`config.mk`:
```
export PLATFORM = sky130hd
export DESIGN_NAME = spart_tx
export DESIGN_NICKNAME = d
export VERILOG_FILES = /design/src/rtl/spart_pkg.sv /design/src/rtl/spart_tx.sv
export SDC_FILE = /design/constraint.sdc
export NUM_CORES = 1
export LEC_CHECK = 0
export CORE_UTILIZATION = 55
export DETAILED_ROUTE_END_ITERATION = 10
export GPL_TIMING_DRIVEN = 0
export MAX_ROUTING_LAYER = met4
export PLACE_DENSITY = 0.78
export SLEW_MARGIN = 20
export SYNTH_ARGS = -nofsm -noshare
export SYNTH_HDL_FRONTEND = slang
export SYNTH_SLANG_ARGS = --single-unit
```
`constraint.sdc`:
```
create_clock -name clk -period 4.1 [get_ports clk]
set_clock_uncertainty 0.05 [all_clocks]
set_input_delay 0.41 -clock clk [delete_from_list [all_inputs] [get_ports clk]]
set_output_delay 0.41 -clock clk [all_outputs]
set_load 0.05 [all_outputs]
```
`src/rtl/spart_pkg.sv`:
```
`default_nettype none
// ============================================================================
//  Module   : spart_pkg
//  Brief    : Shared SPART types and constants (transmit FSM states, default
//             oversampling ratio and frame length).
//  Revision : 1.0  initial release
// ============================================================================
package spart_pkg;

    // Transmit FSM states, encoded in the same style as the receiver FSM.
    typedef enum logic [1:0] {
        IDLE  = 2'd0,
        START = 2'd1,
        DATA  = 2'd2,
        STOP  = 2'd3
    } tx_state_t;

    // b_en ticks per bit period used by the baud block by default.
    localparam int c_OSR_DEFAULT       = 16;
    localparam int c_DATA_BITS_DEFAULT = 8;

    // One frame is a start bit, the data bits and a stop bit.
    localparam int c_FRAME_TICKS = (c_DATA_BITS_DEFAULT + 2) * c_OSR_DEFAULT;

    // Frame length in b_en ticks for an arbitrary configuration.
    function automatic int frame_ticks(input int osr, input int data_bits);
        return (data_bits + 2) * osr;
    endfunction

endpackage
`default_nettype wire

```
`src/rtl/spart_tx.sv`:
```
`default_nettype none
// ============================================================================
//  Module   : spart_tx
//  Brief    : SPART transmitter. One-entry holding buffer written from the
//             processor bus, serialised as start / DATA_BITS data / stop on a
//             registered, high-idling serial line timed by the b_en strobe.
//  Revision : 1.0  initial release
// ============================================================================
module spart_tx
    import spart_pkg::*;
#(
    parameter int OSR       = c_OSR_DEFAULT,
    parameter int DATA_BITS = c_DATA_BITS_DEFAULT,
    parameter bit MSB_FIRST = 1'b1
) (
    input  logic                 clk,
    input  logic                 rst,
    input  logic                 b_en,
    input  logic                 i_iocs,
    input  logic                 i_iorw,
    input  logic [DATA_BITS-1:0] i_data,
    output logic                 o_tbr,
    output logic                 o_tx,
    output logic                 o_busy
);

    localparam int                  c_TICK_W    = (OSR > 1) ? $clog2(OSR) : 1;
    localparam logic [c_TICK_W-1:0] c_TICK_LAST = c_TICK_W'(OSR - 1);
    localparam int                  c_BIT_W     = $clog2(DATA_BITS + 1);
    localparam logic [c_BIT_W-1:0]  c_BIT_LAST  = c_BIT_W'(DATA_BITS - 1);

    tx_state_t            r_state;
    logic [DATA_BITS-1:0] r_buf;
    logic [DATA_BITS-1:0] r_shift;
    logic [c_TICK_W-1:0]  r_tick_cnt;
    logic [c_BIT_W-1:0]   r_bit_cnt;

    logic                 w_wr_accept;
    logic                 w_bit_end;
    logic [DATA_BITS-1:0] w_shift_next;
    logic                 w_first_bit;
    logic                 w_next_bit;

    // A write only lands when the holding buffer is empty; o_tbr is that flag.
    assign w_wr_accept = i_iocs & ~i_iorw & o_tbr;
    assign w_bit_end   = (r_tick_cnt == c_TICK_LAST);

    // Shift direction and bit pick-off follow the receiver's bit order.
    generate
        if (MSB_FIRST) begin : g_msb_first
            assign w_shift_next = {r_shift[DATA_BITS-2:0], 1'b0};
            assign w_first_bit  = r_shift[DATA_BITS-1];
            assign w_next_bit   = r_shift[DATA_BITS-2];
        end else begin : g_lsb_first
            assign w_shift_next = {1'b0, r_shift[DATA_BITS-1:1]};
            assign w_first_bit  = r_shift[0];
            assign w_next_bit   = r_shift[1];
        end
    endgenerate

    // Holding buffer, frame FSM, bit timing and registered line outputs.
    always_ff @(posedge clk) begin
        if (!rst) begin
            r_state    <= IDLE;
            r_buf      <= '0;
            r_shift    <= '0;
            r_tick_cnt <= '0;
            r_bit_cnt  <= '0;
            o_tbr      <= 1'b1;
            o_tx       <= 1'b1;
            o_busy     <= 1'b0;
        end else begin
            // Write and transfer are mutually exclusive: a transfer needs
            // o_tbr low, an accepted write needs it high.
            if (w_wr_accept) begin
                r_buf <= i_data;
                o_tbr <= 1'b0;
            end
            if (b_en) begin
                case (r_state)
                    IDLE: begin
                        if (!o_tbr) begin
                            r_shift    <= r_buf;
                            o_tbr      <= 1'b1;
                            o_tx       <= 1'b0;
                            o_busy     <= 1'b1;
                            r_tick_cnt <= '0;
                            r_bit_cnt  <= '0;
                            r_state    <= START;
                        end
                    end
                    START: begin
                        if (w_bit_end) begin
                            r_tick_cnt <= '0;
                            r_bit_cnt  <= '0;
                            o_tx       <= w_first_bit;
                            r_state    <= DATA;
                        end else begin
                            r_tick_cnt <= r_tick_cnt + 1'b1;
                        end
                    end
                    DATA: begin
                        if (w_bit_end) begin
                            r_tick_cnt <= '0;
                            r_shift    <= w_shift_next;
                            r_bit_cnt  <= r_bit_cnt + 1'b1;
                            if (r_bit_cnt == c_BIT_LAST) begin
                                o_tx    <= 1'b1;
                                r_state <= STOP;
                            end else begin
                                o_tx <= w_next_bit;
                            end
                        end else begin
                            r_tick_cnt <= r_tick_cnt + 1'b1;
                        end
                    end
                    STOP: begin
                        if (w_bit_end) begin
                            r_tick_cnt <= '0;
                            if (!o_tbr) begin
                                // Pending byte: start the next frame with no idle gap.
                                r_shift   <= r_buf;
                                r_bit_cnt <= '0;
                                o_tbr     <= 1'b1;
                                o_tx      <= 1'b0;
                                r_state   <= START;
                            end else begin
                                o_busy  <= 1'b0;
                                r_state <= IDLE;
                            end
                        end else begin
                            r_tick_cnt <= r_tick_cnt + 1'b1;
                        end
                    end
                    default: begin
                        o_tx    <= 1'b1;
                        o_busy  <= 1'b0;
                        r_state <= IDLE;
                    end
                endcase
            end
        end
    end

endmodule
`default_nettype wire

```
==> results of run 1 <==
-- sequential cells by signal, summed over array words and instances (netlist names) --
| register | cells |
|---|---|
| r_buf | 8 |
| o_tbr | 1 |
| r_shift | 8 |
| o_tx | 1 |
| r_bit_cnt | 4 |
| o_busy | 1 |
| r_tick_cnt | 4 |
| r_state | 2 |
-- area by class of cell --
type / count / area (um^2) / area share, %
clock inverters: 2 / 10.01 / 0.5839
multi-input cells: 114 / 808.3 / 47.15
flip-flops and latches: 29 / 580.6 / 33.87
clock buffers: 6 / 41.29 / 2.409
inverters: 7 / 26.28 / 1.533
plain buffers: 9 / 60.06 / 3.504
repair buffers: 15 / 150.1 / 8.759
well taps: 30 / 37.54 / 2.190
-- cell usage after synthesis (2+ instances only) --
library cell,count,area [um^2]
a211oi_1,6,45.04
a211oi_2,3,37.54
a21oi_1,8,40.04
and3b_2,2,20.02
buf_2,3,15.01
buf_6,3,33.78
clkbuf_1,3,11.26
dfxtp_1,29,580.6
ha_1,7,87.58
inv_1,6,22.52
mux2i_1,15,150.1
nand2_1,4,15.01
nand2b_1,3,18.77
nand3_1,8,40.04
nand3b_1,2,15.01
nor2_1,25,93.84
o21ai_0,7,35.03
or3_1,2,12.51
-- power breakdown --
part           switching (uW)  total [uW]  internal [uW]  leakage, uW
logic                    68.9         122           53.3     0.000395
registers                9.61         307            298     0.000236
clock network             102         167           65.2    0.0000320
-- tightest hold or removal path: cells and delay by family, from the launching register on --
| kind | cells | cell delay (ps) |
|---|---|---|
| AO/OA/AOI/OAI | 1 | 50 |
| flip-flops | 1 | 320 |
| AND/OR/NAND/NOR | 1 | 70 |
-- worst max path at each step --
stage	from	end	cells after the start
CTS	o_busy$_SDFFE_PN0P_	o_busy	1
floorplan	r_state[0]$_SDFFE_PN0P_	r_state[0]$_SDFFE_PN0P_	7
finish	o_busy$_SDFFE_PN0P_	o_busy	1
detailed placement	b_en	r_state[0]$_SDFFE_PN0P_	5
global placement	b_en	r_state[0]$_SDFFE_PN0P_	5
global route	o_busy$_SDFFE_PN0P_	o_busy	1
-- cell families after synthesis --
logic type / count (synthesis) / synth area share, %
AOI/OAI and AO/OA: 36 / 18.49
adders and majority gates: 7 / 5.937
buffers and inverters: 16 / 5.852
DFF: 29 / 39.36
muxes: 15 / 10.18
and+or+nand+nor: 56 / 20.19
-- metal layers --
metal  track usage [%]  vias to the layer above
met2             37.04                       20
li1                  -                      616
met5                 -                        -
met1             28.18                      600
met4             15.35                        0
met3             8.757                        7
-- metrics by stage --
stage	util, %	hold slack [ps]	total power, uW	instance area [um^2]	instances
3_3_place_gp	66.52	404.3	430.8	1663	204
4_1_cts	68.57	436.1	601.5	1714	212
2_1_floorplan	-	394.9	399.0	1475	159
3_5_place_dp	66.52	420.0	435.6	1663	204
5_1_grt	68.57	466.3	628.0	1714	212
6_report	68.57	433.2	596.7	1714	212
==> flow_metrics.tcl, run 1 <==
set metrics [dict create \
    status "finished clean" \
    rows 18 \
    nets 201 \
    die-height_um 53.79 \
    hold_depth 2 \
    path_clk_slew_ps 90 \
    cts_setup_buffers 0 \
    hold_start "r_shift[0]$_SDFFE_PN0P_" \
    synthCells 159 \
    drv_slew 0 \
    drc 0 \
    first_global_vias 1076 \
    port_buffers 15 \
    yosys_most_used_dff "dfxtp_1" \
    syn_nets 179 \
    wl_met3_um 108 \
    dr.first_iter.drc_count 18 \
    synth_area_um2 1475 \
    path_delay_family "buffers and inverters" \
    setup_ws_ps 2133 \
    r2r_slack_ps 2180 \
    rsz0062_at_grt "no" \
    min_period_ps 1967 \
    peakVddDrop_mv 0.2720 \
    wl_met1_um 1426 \
    nFillCells 208 \
    hold-path-endpoint "r_shift[0]$_SDFFE_PN0P_" \
    grt_antenna_before_repair 0 \
    synth_edf_count 0 \
    worstPathCellList "clkdlybuf4s50_1" \
    tns_ps 0 \
    num_io_pins 16 \
    r2r-start "r_state[0]$_SDFFE_PN0P_" \
    ys_seq_elements 29 \
    maxCapViolations 0 \
    post_drt_wl_per_cell_um 14.35 \
    dieWidth_um 53.79 \
    crit_fanout 3 \
    slowest_delay_ps 810 \
    tightest_slew_ps 560.2 \
    dp_slack_ps 2019 \
    worstSetupPathType "register to output port" \
    avgSynthCellArea_um2 9.278 \
    slowest_stage "clkdlybuf4s50_1" \
    grt_pass1_wl_um 4788 \
    r2r_cells 7 \
    cts_resized 0 \
    synthArstFlopShare_pct 0 \
    slew_headroom_pct 62.65 \
    place_hpwl_um 2162 \
    endpoint_kind "output port" \
    crit_buf_inv 1 \
    min_period_over_period_pct 47.98 \
    antenna_cells 0 \
    grt_max_degree 11 \
    layout_commonest_cell "dfxtp_1" \
    clock_sinks 29 \
    r2r_end "r_state[0]$_SDFFE_PN0P_" \
    dr_wl_met2_um 1456 \
    arrival_ps 1510 \
    area_delta_synth_final_pct 16.20 \
    p_leak_uw 0.0006630 \
    start_util_pct 59.01 \
    drive_above_1_share_pct 13.74 \
    p_per_area_nw_per_um2 348.1 \
    grt_remaining_overflow 0 \
    mostFrequentLayoutCells "29 x dfxtp_1, 25 x nor2_1, 15 x mux2i_1, 15 x clkdlybuf4s50_1" \
    first_pass_iters 4 \
    gp_congestion 0.8393 \
    hold_buffers 0 \
    synth_cell_types 41 \
    cts_made_buffers 5 \
    critPathRequiredTime_ps 3640 \
    core_um2 2500 \
    top_layer_used "met4" \
    grt_usage_pct 24.85 \
    cts-root-buf "clkbuf_4" \
    hp-class "register to register" \
    dieArea_um2 2893 \
    via_per_inst 5.863 \
    cts_tree "built" \
    hold_viol 0 \
    yosysWarnings 0 \
    clk_latency_ps 330 \
    htreeDepth 2 \
    yosysSeqAreaShare_pct 39.36 \
    cts_buffer_depth 2 \
    setup_violations 0 \
    antenna_left 0 \
    wl_um 3042 \
    startpoint_type "register" \
    fmax_ghz 0.5083 \
    num_vias 1243 \
]
Power figures use the tool's default switching activity.
==> run 2, diff against run 1 <==
==> constraint.sdc (replaced) <==
create_clock -name clk -period 1.9 [get_ports clk]
set_clock_uncertainty 0.05 [all_clocks]
set_input_delay 0.19 -clock clk [delete_from_list [all_inputs] [get_ports clk]]
set_output_delay 0.19 -clock clk [all_outputs]
set_load 0.05 [all_outputs]
==> run 2 against run 1 <==
Clock power increased by 120%. Design area rose by 0.95%. Sequential share of layout area down 0.17 points. Worst hold slack got worse by 18 ps. Combinational power up 120%. Largest power group unchanged.
==> flow_metrics.tcl, run 2 (synthesized netlist as in run 1, its figures left out) <==
set metrics [dict create \
    top_regs "r_buf (8), r_shift (8)" \
    antenna_cells 0 \
    crit_fanout 8 \
    multi_input_area_um2 814.5 \
    hold-path-endpoint "r_buf[4]$_SDFFE_PN0P_" \
    clock_sinks 29 \
    hold_start "i_data[4]" \
    tightest_slew_ps 580.3 \
    rows 18 \
    regArea_um2 583.1 \
    num_io_pins 16 \
    cts_buffer_depth 2 \
    slowest_stage "or3_1" \
    antenna_left 0 \
    status "finished clean" \
    path_delay_family "simple AND/OR/NAND/NOR gates" \
    r2r_end "r_state[0]$_SDFFE_PN0P_" \
    first_global_vias 1076 \
    crit_buf_inv 2 \
    fmax_ghz 0.5444 \
    r2r-start "r_state[0]$_SDFFE_PN0P_" \
    pwr-share-comb_pct 21.0 \
    swShare_pct 30.30 \
    holdWs_ps 414.8 \
    cts-root-buf "clkbuf_4" \
    grt_remaining_overflow 0 \
    worstSetupPathType "register to register" \
    htreeDepth 2 \
    via_per_inst 5.845 \
    dieWidth_um 53.79 \
    startpoint_type "register" \
    dr.first_iter.drc_count 17 \
    wl_um 3046 \
    r2r_slack_ps 60 \
    min_period_ps 1837 \
    layout_commonest_cell "dfxtp_1" \
    p_per_area_nw_per_um2 748.7 \
    cts_made_buffers 5 \
    mostFrequentLayoutCells "27 x dfxtp_1, 25 x nor2_1, 15 x mux2i_1, 15 x clkdlybuf4s50_1" \
    cts_tree "built" \
    clock_power_share_pct 27.9 \
    start_util_pct 59.01 \
    path_clk_slew_ps 90 \
    hold_depth 3 \
    post_drt_wl_per_cell_um 14.30 \
    peakVddDrop_mv 0.5892 \
    r2r_cells 7 \
    internal_power_uw 902.9 \
    nFillCells 207 \
    maxCapViolations 0 \
    arrival_ps 2020 \
    dieArea_um2 2893 \
    num_vias 1245 \
    hold_viol 0 \
    drive_above_1_share_pct 15.85 \
    drc 0 \
    nets 202 \
    min_period_over_period_pct 96.68 \
    die-height_um 53.79 \
    p_leak_uw 0.0006698 \
    hold_buffers 0 \
    setup_violations 0 \
    area_delta_synth_final_pct 17.30 \
    gp_congestion 0.8393 \
    p_switching_uw 392.6 \
    first_pass_iters 8 \
    pwr-share-seq_pct 51.2 \
    critPathRequiredTime_ps 2090 \
    grt_antenna_before_repair 0 \
    tns_ps 0 \
    place_hpwl_um 2162 \
    port_buffers 15 \
    endpoint_kind "register" \
    hp-class "primary input to register" \
    worstPathCellList "inv_1, ha_1, buf_6, and4b_2, a211oi_2, or3_1, a221oi_2" \
    drv_slew 0 \
    grt_pass1_wl_um 4788 \
    core_um2 2500 \
    grt_usage_pct 24.85 \
    slowest_delay_ps 370 \
    grt_max_degree 11 \
    clk_latency_ps 330 \
    slew_headroom_pct 61.31 \
]
## run 2: changes by cell type in the layout (fill, tap and decap cells not counted), sizes merged
cell,before,now
buf,6,7
## run 2: metal layers
| layer | share of wire, % | routed length, um | track usage, % |
|---|---|---|---|
| met1 | 48 | 1451 | 28.18 |
| met2 | 48 | 1451 | 37.04 |
| met3 | 3.2 | 97 | 8.757 |
| met4 | 1.5 | 45 | 15.35 |
| met5 | 0 | 0 | - |
## run 2: final cells by class
type / instances / area share (%)
Buffer: 9 / 3.471
Clock buffer: 6 / 2.386
Clock inverter: 2 / 0.5785
Inverter: 7 / 1.518
Multi-Input combinational cell: 114 / 47.07
Sequential cell: 29 / 33.69
Tap cell: 30 / 2.169
Timing Repair Buffer: 16 / 9.111
## run 2: metrics by stage
step	cells	util (%)	setup slack, ps	area [um^2]	power, uW
finish	213	69.22	63.07	1730	1296
global route	213	69.22	-18.70	1730	1361
CTS	212	68.62	18.63	1715	1299
detailed placement	204	66.52	-15.22	1663	940.0
global placement	204	66.52	48.74	1663	929.7
floorplan	159	-	119.7	1475	861.0
## run 2: worst register-to-register path: stages (launching register included)
cell	delay, ps
dfxtp_2	350
inv_1	90
ha_1	210
buf_6	140
and4b_2	280
a211oi_2	60
or3_1	370
a221oi_2	210
## run 2: worst max-delay path by stage
stage	slack [ps]	from	end	depth (start not counted)
global placement	50	r_state[0]$_SDFFE_PN0P_	r_state[0]$_SDFFE_PN0P_	7
detailed placement	-20	r_state[0]$_SDFFE_PN0P_	r_state[0]$_SDFFE_PN0P_	7
global route	-20	r_state[0]$_SDFFE_PN0P_	r_state[0]$_SDFFE_PN0P_	7
finish	60	r_state[0]$_SDFFE_PN0P_	r_state[0]$_SDFFE_PN0P_	7
CTS	20	r_state[0]$_SDFFE_PN0P_	r_state[0]$_SDFFE_PN0P_	7
floorplan	120	r_state[0]$_SDFFE_PN0P_	r_state[0]$_SDFFE_PN0P_	7
## run 2: what timing repair did
| item | CTS | global route |
|---|---|---|
| endpoints found under the setup margin | 1 | 3 |
| cloned | 0 | 0 |
| endpoints found under the hold margin | 0 | 0 |
| resized for setup | 1 | 2 |
| setup buffers | 0 | 1 |
## run 2: power groups by stage
stage | registers (uW) | clock network, uW | logic [uW]
detailed placement | 677 | 0 | 263
finish | 663 | 361 | 272
floorplan | 696 | 0 | 165
global placement | 676 | 0 | 254
global route | 668 | 398 | 296
CTS | 664 | 370 | 265
==> RTL edit: new RTL, settings of run 2 <==
The package constant `c_OSR_DEFAULT` goes from 16 to 32.
--- a/src/rtl/spart_pkg.sv
+++ b/src/rtl/spart_pkg.sv
@@ -18,3 +18,3 @@
     // b_en ticks per bit period used by the baud block by default.
-    localparam int c_OSR_DEFAULT       = 16;
+    localparam int c_OSR_DEFAULT       = 32;
     localparam int c_DATA_BITS_DEFAULT = 8;
Check against the original RTL: no difference found for any inputs over 10 cycles, from zero or initial values and one cycle with rst low; that may be too few to reach the edited logic, so the function may still have changed.
==> RTL edit against run 2 <==
Die area increased by 4.3%; clock power increased by 32%; first-iteration DRC count increased by 59%; sequential power increased by 1%; final area increased by 9.5%; sequential cell count increased by 1; critical path depth decreased by 1; critical endpoint is now r_tick_cnt[3]$_SDFFE_PN0P_; wire length increased by 7.6%; power increased by 12%; worst setup slack improved by 0.0049 ns; fmax increased by 0.27%; synthesized area increased by 4.5%.
==> RTL edit: results (changes against run 2) <==
post-DP HPWL=2200 um (+1.7%); first-pass GRT wire length=5340 um (+12%); share of cells above drive strength 1=18.2% (+2.4 points); Worst-path clk slew=0.09 ns (about the same); P_int=1.04 mW (+15%); fraction of registers with async set/reset=0% (unchanged); pin count of the biggest net entering global routing=11 (unchanged); Slowest-stage cell, CP=or3b_4; Max H-tree Level=2 (unchanged); Ys Warns=0 (unchanged); fillers=205 (-0.97%); P_leak=0.821 nW (+23%); clk_lat worst skew=0.33 ns (about the same); startpoint type of the worst setup path=flip-flop; PortBufs=15 (unchanged); Ant. Diodes=0 (unchanged); Detailed Routing Iterations Pass 1=4 (-4); post-DR wirelength/cell=14.8 um (+3.3%); Synth cell types=43 (+4.9%); CP peak stage delay=0.40 ns (+0.03 ns); pins over their slew limit=0 (unchanged); status=complete, no violations; Placer Congestion=0.851 (+1.4%); Peak supply drop=599 uV (+1.7%); Fin. Hold Viols=0 (unchanged); Clock Path Buffers=2 (unchanged); Root Buffer Master=clkbuf_4; Post-Syn Nets=189 (+5.6%); initial antenna violation count=0 (unchanged); critical path's top delay family=simple AND/OR/NAND/NOR gates; Tot GR Track Use=26.5% (+1.7 points); CP Data Arrival Time=2.04 ns (+0.02 ns); final net count=213 (+5.4%); Hold Path Class=reg -> reg; Post-synth top cells=dfxtp_1 (30), nor2_1 (30), mux2i_1 (16), ha_1 (9), a21oi_1 (8); total CTS buffers=5 (unchanged); largest cells by area after synthesis=dfxtp_1 (39%), mux2i_1 (10%), ha_1 (7.3%), nor2_1 (7.3%), mux2_1 (2.9%); vias in the first global route=1241 (+15%); Critical R2R Launch=r_tick_cnt[0]$_SDFFE_PN0P_; largest registers=r_buf (8), r_shift (8), r_tick_cnt (5); worst-margin pin slew=0.505 ns (-0.0748 ns); routed vias=1281 (+2.9%); Iter 0 DRT Violations=27 (+10); sequential cell area fraction in the yosys report=39.0% (-0.39 points); crit-path max FO=3 (-5); min-delay src=r_shift[0]$_SDFFE_PN0P_; Post-DP Area=1730 um2 (+4.0%)
## RTL edit: cell count changes in the layout (fill, tap and decap cells not counted), sizes merged, moves of 2 or more
| cell | run 2 | this run |
|---|---|---|
| a211oi | 9 | 1 |
| mux2 | 0 | 7 |
| nor2 | 25 | 30 |
| nand3 | 8 | 5 |
| a311oi | 0 | 2 |
| clkbuf | 9 | 11 |
| ha | 7 | 9 |
| o21a | 1 | 3 |
| or3 | 3 | 1 |
## RTL edit: area by class of cell
class	instances	area share [%]
tap	30	1.98
sequential	30	32.1
clock buffer	8	4.16
multi-input combinational	121	48.1
timing repair buffer	18	9.97
inverter	7	1.39
buffer	8	2.31
## RTL edit: kinds of logic (layout without fill, tap and decap cells)
| kind of cell | Yosys count | count (layout) | share of synthesized area [%] |
|---|---|---|---|
| AO/OA/AOI/OAI | 33 | 33 | 15.4 |
| adder cells (fa/ha/maj) | 9 | 9 | 7.31 |
| buffers and inverters | 16 | 41 | 4.79 |
| flip-flops | 30 | 30 | 39.0 |
| multiplexers | 23 | 23 | 15.5 |
| AND/OR/NAND/NOR | 56 | 56 | 18.0 |
## RTL edit: power groups by stage
stage                     registers [mW]  logic (mW)  clock network, mW
after floorplan                    0.703       0.174                  0
after global placement             0.681       0.266                  0
after detailed placement           0.683       0.275                  0
after CTS                          0.669       0.290              0.485
after global routing               0.674       0.329              0.517
final                              0.671       0.300              0.477
## RTL edit: stage by stage
stage,util [%],cells,setup WS [ns]
2_1_floorplan,-,167,0.0163
3_3_place_gp,67.3,212,-0.132
3_5_place_dp,67.3,212,-0.149
4_1_cts,72.2,221,0.00620
5_1_grt,73.8,222,-0.00102
6_report,73.8,222,0.0680
## RTL edit: final timing paths
path | endpoint | slack (ns) | cells after the start
max | r_tick_cnt[3]$_SDFFE_PN0P_ | 0.07 | 6
min | r_shift[0]$_SDFFE_PN0P_ | 0.41 | 2
max reg2reg | r_tick_cnt[3]$_SDFFE_PN0P_ | 0.07 | 6
min reg2reg | r_shift[0]$_SDFFE_PN0P_ | 0.41 | 2
## RTL edit: tightest hold or removal path, delay by kind of cell (launching register included)
family | cells | cell delay, ns
AO/OA/AOI/OAI | 1 | 0.05
flip-flops | 1 | 0.32
AND/OR/NAND/NOR | 1 | 0.05
## RTL edit: timing repair
| item | 4_1_cts | 5_1_grt |
|---|---|---|
| setup endpoints to repair | 10 | 4 |
| resized for setup | 9 | 8 |
| hold buffers | 0 | 0 |
| buffers inserted | 2 | 1 |
| pin swaps | 1 | 2 |
## RTL edit: metal layers
layer	track usage, %	wire [um]	vias to the layer above
met5	-	0	-
met4	12.9	27	0
met3	9.29	134	4
met2	42.0	1610	35
met1	29.7	1500	605
li1	-	-	637
